$ cat src/rtl/aes_req_arbiter.sv
// Two-requester round-robin front end for a shared AES cipher core.
// Grants one operation at a time, starts the core, waits for done (or a
// timeout), then holds the response until the consumer takes it.
module aes_req_arbiter #(
    parameter int unsigned TIMEOUT = 64  // legal range 2..1023
) (
    input  logic         clk,
    input  logic         rstn,

    input  logic         req0_valid,
    output logic         req0_ready,
    input  logic [127:0] req0_plain,
    input  logic [127:0] req0_key,

    input  logic         req1_valid,
    output logic         req1_ready,
    input  logic [127:0] req1_plain,
    input  logic [127:0] req1_key,

    output logic         rsp_valid,
    input  logic         rsp_ready,
    output logic         rsp_id,
    output logic [127:0] rsp_data,
    output logic         rsp_err,

    output logic         core_start,
    output logic [127:0] core_plain_text,
    output logic [127:0] core_key,
    input  logic [127:0] core_cipher_text,
    input  logic         core_done,

    output logic         busy
);

    localparam int unsigned DW = 128;
    localparam int unsigned CW = 10;

    typedef enum logic [1:0] {
        S_IDLE  = 2'd0,
        S_ISSUE = 2'd1,
        S_BUSY  = 2'd2,
        S_RESP  = 2'd3
    } state_e;

    state_e          state_q, state_d;
    logic            last_grant_q, last_grant_d;
    logic            id_q, id_d;
    logic [DW-1:0]   plain_q, plain_d;
    logic [DW-1:0]   key_q, key_d;
    logic [CW-1:0]   cnt_q, cnt_d;
    logic [DW-1:0]   rsp_data_q, rsp_data_d;
    logic            rsp_err_q, rsp_err_d;
    logic            gnt0_c, gnt1_c;

    // State and datapath registers; reset leaves requester 0 favoured on first contention
    always_ff @(posedge clk or negedge rstn) begin
        if (!rstn) begin
            state_q      <= S_IDLE;
            last_grant_q <= 1'b1;
            id_q         <= 1'b0;
            plain_q      <= '0;
            key_q        <= '0;
            cnt_q        <= '0;
            rsp_data_q   <= '0;
            rsp_err_q    <= 1'b0;
        end else begin
            state_q      <= state_d;
            last_grant_q <= last_grant_d;
            id_q         <= id_d;
            plain_q      <= plain_d;
            key_q        <= key_d;
            cnt_q        <= cnt_d;
            rsp_data_q   <= rsp_data_d;
            rsp_err_q    <= rsp_err_d;
        end
    end

    // Next-state, round-robin grant, operand capture and timeout handling
    always_comb begin
        state_d      = state_q;
        last_grant_d = last_grant_q;
        id_d         = id_q;
        plain_d      = plain_q;
        key_d        = key_q;
        cnt_d        = cnt_q;
        rsp_data_d   = rsp_data_q;
        rsp_err_d    = rsp_err_q;
        gnt0_c       = 1'b0;
        gnt1_c       = 1'b0;

        unique case (state_q)
            S_IDLE: begin
                if (req0_valid && req1_valid) begin
                    gnt0_c = last_grant_q;
                    gnt1_c = !last_grant_q;
                end else begin
                    gnt0_c = req0_valid;
                    gnt1_c = req1_valid;
                end
                if (gnt0_c || gnt1_c) begin
                    id_d         = gnt1_c;
                    last_grant_d = gnt1_c;
                    plain_d      = gnt1_c ? req1_plain : req0_plain;
                    key_d        = gnt1_c ? req1_key   : req0_key;
                    state_d      = S_ISSUE;
                end
            end
            S_ISSUE: begin
                cnt_d   = '0;
                state_d = S_BUSY;
            end
            S_BUSY: begin
                // done has priority over a timeout landing in the same cycle
                if (core_done) begin
                    rsp_data_d = core_cipher_text;
                    rsp_err_d  = 1'b0;
                    state_d    = S_RESP;
                end else begin
                    cnt_d = cnt_q + CW'(1);
                    if (cnt_q == CW'(TIMEOUT - 1)) begin
                        rsp_data_d = '0;
                        rsp_err_d  = 1'b1;
                        state_d    = S_RESP;
                    end
                end
            end
            S_RESP: begin
                if (rsp_ready) begin
                    state_d = S_IDLE;
                end
            end
            default: state_d = S_IDLE;
        endcase
    end

    // Ready is a same-cycle handshake; held low while reset is asserted
    assign req0_ready      = gnt0_c && rstn;
    assign req1_ready      = gnt1_c && rstn;

    // Remaining outputs are decodes of registered state
    assign core_start      = (state_q == S_ISSUE);
    assign rsp_valid       = (state_q == S_RESP);
    assign busy            = (state_q != S_IDLE);
    assign rsp_id          = id_q;
    assign rsp_data        = rsp_data_q;
    assign rsp_err         = rsp_err_q;
    assign core_plain_text = plain_q;
    assign core_key        = key_q;

endmodule

$ cat config.mk
export PLATFORM = sky130hd
export DESIGN_NAME = aes_req_arbiter
export DESIGN_NICKNAME = d
export VERILOG_FILES = /design/src/rtl/aes_req_arbiter.sv
export SDC_FILE = /design/constraint.sdc
export NUM_CORES = 1
export LEC_CHECK = 0
export ABC_AREA = 1
export CORE_AREA = 2 2 407 409
export DETAILED_ROUTE_END_ITERATION = 10
export DIE_AREA = 0 0 409 411
export HOLD_SLACK_MARGIN = 0.12
export PLACE_DENSITY = 0.37
export REMOVE_ABC_BUFFERS = 1
export SLEW_MARGIN = 15
export SYNTH_ARGS = -nofsm -noshare
export SYNTH_HDL_FRONTEND = slang
export SYNTH_SLANG_ARGS = --single-unit
$ cat constraint.sdc
create_clock -name clk -period 3.7 [get_ports clk]
set_clock_uncertainty 0.1 [all_clocks]
set_input_delay 0.74 -clock clk [delete_from_list [all_inputs] [get_ports clk]]
set_output_delay 0.74 -clock clk [all_outputs]
set_load 0.01 [all_outputs]
After elaboration in Yosys (flattened, before gate mapping). Cells that the tools add are included.

Add/sub/neg operators: 1. Equal/unequal tests: 8. Multiplexer cells: 19. Reductions and logical operators: 13.

Operators with widths (number): 128-bit 2-to-1 mux (4); 10-bit one-hot mux with 2 select lines (1); 10-bit by 1-bit adder with 10-bit output, second input constant (1); 10-bit by 6-bit == test with 1-bit output, second input constant (1); 10-bit 2-to-1 mux (1); 1-bit 2-to-1 mux (8); 2-bit 2-to-1 mux (4); 2-bit one-hot mux with 4 select lines (1); 2-bit AND reduction (3); 2-bit nonzero test (3); 2-bit == test, second input constant (2); 2-bit inequality test, second input constant (2); 1-bit logical AND (3); 3-bit inequality test, second input constant (1); 3-bit AND reduction (1); 2-bit by 1-bit == test with 1-bit output, second input constant (1); 2-bit logical NOT (1); 2-bit by 1-bit inequality test with 1-bit output, second input constant (1); 1-bit logical NOT (1); 1-bit logical OR (1).

Register bits after elaboration: 399. Input bits: 646. Output and inout port bits: 391. Logic and storage cells: 49.

Depth between registers and ports, before layout. Gate-level depths: netlist (run 1).

Depth in word-level cells: 6. Mapped depth: 10. Gate-level depth less buffers: 8.

Worst setup path after synthesis (run 1). Ideal clock, no wire load.

Kind: input-to-output. From: in req0_valid. To: out req1_ready. Data arrival time: 1243 ps. Data required time: 2860 ps. Setup slack: 1617 ps. Stages on the path: 4. Path buffers: 1. Cell sequence: nand2_1 > nand2_2 > clkbuf_1 > nor2_1.

Cells in the longest elaborated chain, start to end: 5.

RTL lines: start: declaration (RTL line 10) `input logic req0_valid,`; 1-bit logical AND (RTL line 93) `if (req0_valid && req1_valid) begin`; 1-bit 2-to-1 mux (RTL line 93); 1-bit 2-to-1 mux (2 in series) (RTL line 91) `unique case (state_q)`; 1-bit logical AND (RTL line 138) `assign req1_ready = gnt1_c && rstn;`; end: declaration (RTL line 16) `output logic req1_ready,`.

No other way between the ends. The select of a mux whose other input is x is not followed.

Final worst setup path (run 1).
From: in rstn. To: out req0_ready.

Cells in the longest elaborated chain, start to end: 1.

RTL lines: start: declaration (RTL line 8) `input logic rstn,`; 1-bit logical AND (RTL line 137) `assign req0_ready = gnt0_c && rstn;`; end: declaration (RTL line 11) `output logic req0_ready,`.

No other way between the ends.

==> impl_metrics.env, run 1 <==
export IMPL_status="completed"
export IMPL_final_common_cell="clkdlybuf4s50_1"
export IMPL_worstHoldStart="rsp_data[47]$_DFFE_PN0P_"
export IMPL_ys_ff_latch=399
export IMPL_row_count=149
export IMPL_ff_latch_area_um2=9986
export IMPL_max_slew_margin=0.3467
export IMPL_die_h_um=411
export IMPL_syn2layout_area_growth_pct=87.45
export IMPL_hp_class="register to register"
export IMPL_drive_gt1_frac=0.04894
export IMPL_multiInputGateArea_um2=6392
export IMPL_clk_pin_slew_worst_paths_ps=50
export IMPL_max_cap_viol_count=0
export IMPL_cp_data_required_time_ps=2860
export IMPL_combPwrFrac=0.462
export IMPL_grt_usage=0.1356
export IMPL_io_buffers=1036
export IMPL_cts_htree_levels=2
export IMPL_worstSetupEndpointType="primary output"
export IMPL_grt_pass1_wl_mm=159.2
export IMPL_nFillCells=18260
export IMPL_clk_latency_ps=630
export IMPL_cts_buffer_depth=3
export IMPL_startpoint="rstn"
export IMPL_chipWidth_um=409
export IMPL_grt_max_degree=131
export IMPL_fin_cells=5310
export IMPL_p_seq_frac=0.308
export IMPL_io_pins=1037
export IMPL_cts_buffers=56
export IMPL_dr_total_vias=18350
export IMPL_drc=0
export IMPL_yosysSeqAreaShare=0.5815
export IMPL_power_total_mw=25.70
export IMPL_die_area_um2=168100
export IMPL_synth_distinct_cells=23
export IMPL_cts_root_buf="clkbuf_16"
export IMPL_post_cts_resized=0
export IMPL_place_hpwl_mm=94.05
export IMPL_p_leak_nw=13.27
export IMPL_p_per_area_nw_per_um2=798.3
export IMPL_critical_path_class="input pin to primary output"
export IMPL_post_cts_buffers=0
export IMPL_worstPathMaxFanout=3
export IMPL_p_sw_frac=0.3852
export IMPL_tightest_slew_ps=979.9
export IMPL_place_gp_congestion=0.8152
export IMPL_slew_violations=0
export IMPL_antenna_found_initial=52
export IMPL_r2r_cells=8
export IMPL_intPower_mw=15.80
export IMPL_layout_nets=3711
export IMPL_worstHoldPathCells=2
export IMPL_numClockSinks=399
export IMPL_start_kind="input pin"
export IMPL_grt_pass1_vias=18730
export IMPL_setup_tns_ps=0
export IMPL_postSynthAreaPerCell_um2=8.336
export IMPL_pwr_share_clk=0.230
export IMPL_syn_inst=2060
export IMPL_arrival_ps=2640
export IMPL_final_area_um2=32190
export IMPL_drtIter0Drc=1113
export IMPL_via_per_inst=3.456
export IMPL_finalSetupViolCount=0
export IMPL_yosys_warnings=0
export IMPL_grt_overflow_total=0
export IMPL_fmax_mhz=287.3
export IMPL_dp_cells=5189
export IMPL_cts_tree="done"
export IMPL_drt_first_pass_iters=5
export IMPL_r2r_start="state_q[0]$_DFFE_PN0P_"
export IMPL_setup_ws_ps=218.9
export IMPL_ir_drop_mv=0.3011
export IMPL_rsz0062_at_grt="no"
export IMPL_cts_hold_buf=1
export IMPL_final_cell_mix="clkdlybuf4s50_1, nand2_1, dfrtp_1"
export IMPL_min_period_ps=3481
export IMPL_post_route_period_util=0.9408
export IMPL_routed_wl_mm=118.4
export IMPL_ant_nets=0
export IMPL_start_util=0.1048
export IMPL_wl_per_cell_um=22.30
export IMPL_core_area_um2=163900
export IMPL_switchingPower_mw=9.898
export IMPL_placed_area_um2=30150
export IMPL_dp_worst_setup_slack_ps=276.5
export IMPL_finalHoldViolCount=0
export IMPL_synth_area_um2=17170
[Yosys cell counts]
cell type / instances / share of area
buf_2: 67 / 0.020
nand4_1: 1 / 0.00036
nand2_2: 3 / 0.0011
nor3_1: 1 / 0.00029
inv_1: 24 / 0.0052
nand2_1: 924 / 0.20
clkbuf_1: 51 / 0.011
o21ai_0: 14 / 0.0041
dfstp_2: 1 / 0.0015
a21oi_1: 2 / 0.00058
a211oi_1: 1 / 0.00044
clkinv_1: 2 / 0.00044
nor2_4: 1 / 0.00066
ha_1: 6 / 0.0044
a31oi_1: 258 / 0.094
nor2_1: 269 / 0.059
buf_1: 6 / 0.0013
inv_2: 1 / 0.00022
or2_2: 1 / 0.00036
buf_4: 5 / 0.0022
dfrtp_1: 398 / 0.58
buf_6: 12 / 0.0079
nand3_1: 12 / 0.0035
[power groups by stage]
stage | Sequential [mW] | Clock, mW | Combinational (mW)
floorplan | 7.78 | 0 | 2.88
global placement | 7.97 | 0 | 12.2
detailed placement | 8.00 | 0 | 12.2
CTS | 7.99 | 6.16 | 12.3
global route | 8.21 | 6.30 | 13.0
finish | 7.92 | 5.90 | 11.9
[state kept, by name (all words and copies together) (netlist names)]
| signal | count |
|---|---|
| core_key | 128 |
| rsp_err | 1 |
| state_q | 2 |
| rsp_id | 1 |
| rsp_data | 128 |
| core_plain_text | 128 |
| cnt_q | 10 |
| last_grant_q | 1 |
[worst paths after layout]
path / to / slack, ps
min in group asynchronous: rsp_data[52]$_DFFE_PN0P_ / 670
worst max register to register: core_plain_text[10]$_DFFE_PN0P_ / 1470
worst min-delay path: rsp_data[47]$_DFFE_PN0P_ / 370
max in group asynchronous: core_plain_text[99]$_DFFE_PN0P_ / 1390
worst max-delay path: req0_ready / 220
worst min register to register: rsp_data[47]$_DFFE_PN0P_ / 370
[through the flow]
step,hold slack (ps),utilization
6_report,368.1,0.1964
5_1_grt,383.1,0.1963
4_1_cts,371.4,0.1962
3_5_place_dp,357.2,0.1840
3_3_place_gp,354.8,0.1840
2_1_floorplan,344.4,-
[metal layers]
metal / routed length, um / share of wire / GRT usage / up-vias
met2: 58540 / 0.49 / 0.2308 / 752
met5: 115 / 0.00097 / 0 / -
li1: - / - / - / 8695
met3: 10710 / 0.090 / 0.05172 / 170
met1: 46280 / 0.39 / 0.1559 / 8713
met4: 2781 / 0.023 / 0.04345 / 20
[kinds of logic after synthesis]
kind of cell / after synthesis / share of synthesized area
AO/OA/AOI/OAI: 275 / 0.09910
adder cells (fa/ha/maj): 6 / 0.004372
buffers and inverters: 168 / 0.04795
flip-flops: 399 / 0.5815
AND/OR/NAND/NOR: 1212 / 0.2671
[layout make-up]
cell class | instances | share of cell area
clock buffer | 76 | 0.04929
tap | 2189 | 0.08509
inverter | 27 | 0.003460
clock inverter | 29 | 0.01240
antenna | 15 | 0.001166
timing repair buffer | 1082 | 0.3397
sequential | 399 | 0.3102
multi-input combinational | 1493 | 0.1986
[critical path, stage by stage]
cell and delay (ps):
dlygate4sd3_1 590, buf_8 160, nand2_1 120, a211oi_1 270
buf_4 170, clkdlybuf4s50_1 580
No activity file was read; power rests on OpenSTA's default activity.
==> run 2: changes to the inputs <==
--- a/config.mk
+++ b/config.mk
@@ -6,11 +6,12 @@
 export NUM_CORES = 1
 export LEC_CHECK = 0
 export ABC_AREA = 1
-export CORE_AREA = 2 2 407 409
+export CAP_MARGIN = 20
+export CORE_AREA = 4 4 398 400
 export DETAILED_ROUTE_END_ITERATION = 10
-export DIE_AREA = 0 0 409 411
+export DIE_AREA = 0 0 402 404
 export HOLD_SLACK_MARGIN = 0.12
-export PLACE_DENSITY = 0.37
+export PLACE_DENSITY = 0.38
 export REMOVE_ABC_BUFFERS = 1
 export SLEW_MARGIN = 15
 export SYNTH_ARGS = -nofsm -noshare
==> run 2 against run 1 <==
Compared with the run above:
- clock-buffer cell count increased by 8
- register-to-register slack improved by 40 ps
- cell count shrank 2.6%
- critical path depth is the same
- clock power decreased by 8.6%
- routed wire length is 2.8% higher
- core utilization rose by 0.84 points
- largest power group unchanged
==> impl_metrics.env, run 2 (same netlist as run 1, synthesis figures left out) <==
export IMPL_path_depth=6
export IMPL_setup_tns_ps=0
export IMPL_worstHoldPathCells=2
export IMPL_post_cts_resized=0
export IMPL_start_kind="input pin"
export IMPL_grt_pass1_vias=18890
export IMPL_grt_use_met2=0.2466
export IMPL_r2r_cells=9
export IMPL_fmax_mhz=283.7
export IMPL_row_count=145
export IMPL_via_per_inst=3.565
export IMPL_syn2layout_area_growth_pct=85.22
export IMPL_min_period_ps=3525
export IMPL_post_route_period_util=0.9527
export IMPL_cp_cell_sequence="dlygate4sd3_1 > buf_8 > nand2_1 > a211oi_1 > buf_4 > clkdlybuf4s50_1"
export IMPL_critical_path_class="input pin to primary output"
export IMPL_cp_data_required_time_ps=2860
export IMPL_numClockSinks=399
export IMPL_setup_ws_ps=175.1
export IMPL_tightest_slew_ps=980.5
export IMPL_cts_tree="done"
export IMPL_grt_max_degree=134
export IMPL_dr_total_vias=18440
export IMPL_dp_cells=5055
export IMPL_r2r_slack_ps=1510
export IMPL_grt_overflow_total=0
export IMPL_p_per_area_nw_per_um2=796.3
export IMPL_path_delay_family="buffers and inverters"
export IMPL_met3_usage=0.06801
export IMPL_drive_gt1_frac=0.04421
export IMPL_fin_cells=5173
export IMPL_antenna_found_initial=54
export IMPL_clk_latency_ps=630
export IMPL_finalSetupViolCount=0
export IMPL_cts_buffer_depth=3
export IMPL_r2r_start="cnt_q[0]$_DFFE_PN0P_"
export IMPL_layout_nets=3708
export IMPL_rsz0062_at_grt="no"
export IMPL_max_cap_viol_count=0
export IMPL_drtIter0Drc=1076
export IMPL_worstHoldStart="rsp_data[5]$_DFFE_PN0P_"
export IMPL_place_gp_congestion=0.7967
export IMPL_hp_class="register to register"
export IMPL_drc=0
export IMPL_place_hpwl_mm=97.39
export IMPL_busiest_layer="met2"
export IMPL_p_leak_nw=13.16
export IMPL_grt_pass1_wl_mm=162.9
export IMPL_chipWidth_um=402
export IMPL_slew_violations=0
export IMPL_grt_usage=0.1437
export IMPL_clk_pin_slew_worst_paths_ps=50
export IMPL_crit_path_top_delay_cell="dlygate4sd3_1"
export IMPL_cts_root_buf="clkbuf_16"
export IMPL_final_cell_mix="clkdlybuf4s50_1, nand2_1, dfrtp_1"
export IMPL_worstSetupEndpointType="primary output"
export IMPL_final_common_cell="clkdlybuf4s50_1"
export IMPL_hold_path_endpoint="rsp_data[5]$_DFFE_PN0P_"
export IMPL_ir_drop_mv=0.3387
export IMPL_path_buf_inv=4
export IMPL_ant_nets=0
export IMPL_io_pins=1037
export IMPL_cts_htree_levels=2
export IMPL_arrival_ps=2680
export IMPL_status="completed"
export IMPL_drt_first_pass_iters=5
export IMPL_die_h_um=404
export IMPL_cts_buffers=55
export IMPL_cp_slowest_stage_delay_ps=580
export IMPL_cts_hold_buf=2
export IMPL_post_cts_buffers=0
export IMPL_finalHoldViolCount=0
export IMPL_io_buffers=1036
export IMPL_routed_wl_mm=121.8
export IMPL_reg2reg_to="rsp_data[76]$_DFFE_PN0P_"
export IMPL_core_area_um2=155300
export IMPL_worstPathMaxFanout=5
export IMPL_hold_ws_ps=366.8
export IMPL_die_area_um2=162400
export IMPL_dp_worst_setup_slack_ps=210.4
export IMPL_wl_per_cell_um=23.54
export IMPL_start_util=0.1106
export IMPL_grtUsageMet1=0.1595
export IMPL_max_slew_margin=0.3463
==> run 2: cell count changes in the layout (fill, tap and decap cells not counted), sizes merged <==
cell / delta
buf: -2
diode: +1
bufinv: -6
clkbuf: +8
clkinv: -7
==> run 2: worst max path at each step <==
stage | startpoint | endpoint | slack, ps
after floorplan | state_q[0]$_DFFE_PN0P_ | core_key[0]$_DFFE_PN0P_ | -16760
after global placement | req1_valid | req0_ready | 210
after detailed placement | req1_valid | req0_ready | 210
after CTS | rstn | req0_ready | 70
after global routing | rstn | req0_ready | 30
final | rstn | req0_ready | 180
==> run 2: area by class of cell <==
type | count | area (um2)
Clock inverter | 16 | 150.1
Tap cell | 2058 | 2575
Inverter | 27 | 111.4
Timing Repair Buffer | 1080 | 10930
Antenna cell | 16 | 40.04
Clock buffer | 84 | 1617
Fill cell | 17380 | 123500
Multi-Input combinational cell | 1493 | 6392
Sequential cell | 399 | 9986
==> run 2: power breakdown <==
part	switching [mW]	internal [mW]	leakage, nW
combinational	6.17	5.75	7.63
sequential	1.52	6.49	4.65
clock	2.26	3.13	0.868
total	9.95	15.4	13.2
==> run 2: worst reg2reg max path: cells and delay by family, from the launching register on <==
family | cells | cell delay, ps
AND/OR/NAND/NOR | 7 | 940
adder cells (fa/ha/maj) | 1 | 240
flip-flops | 1 | 420
buffers and inverters | 1 | 420
==> run 2: per-layer routing <==
| metal | wire [um] | vias to the layer above |
|---|---|---|
| met5 | 141 | - |
| met4 | 2949 | 24 |
| met3 | 12870 | 167 |
| met2 | 59580 | 732 |
| met1 | 46230 | 8832 |
| li1 | - | 8689 |
==> run 2: through the flow <==
stage | area, um2 | power (mW) | util
CTS | 31760 | 26.11 | 0.2045
finish | 31800 | 25.33 | 0.2048
global placement | 29970 | 20.42 | 0.1930
global route | 31780 | 27.18 | 0.2046
floorplan | 16450 | 10.66 | -
detailed placement | 29970 | 20.40 | 0.1930
==> run 3: changes to the inputs <==
--- a/config.mk
+++ b/config.mk
@@ -8,6 +8,7 @@
 export ABC_AREA = 1
 export CAP_MARGIN = 20
 export CORE_AREA = 4 4 398 400
+export CTS_CLUSTER_SIZE = 25
 export DETAILED_ROUTE_END_ITERATION = 10
 export DIE_AREA = 0 0 402 404
 export HOLD_SLACK_MARGIN = 0.12
==> results of run 3 <==
The final DEF is identical to that of run 2; final timing and power are the same.
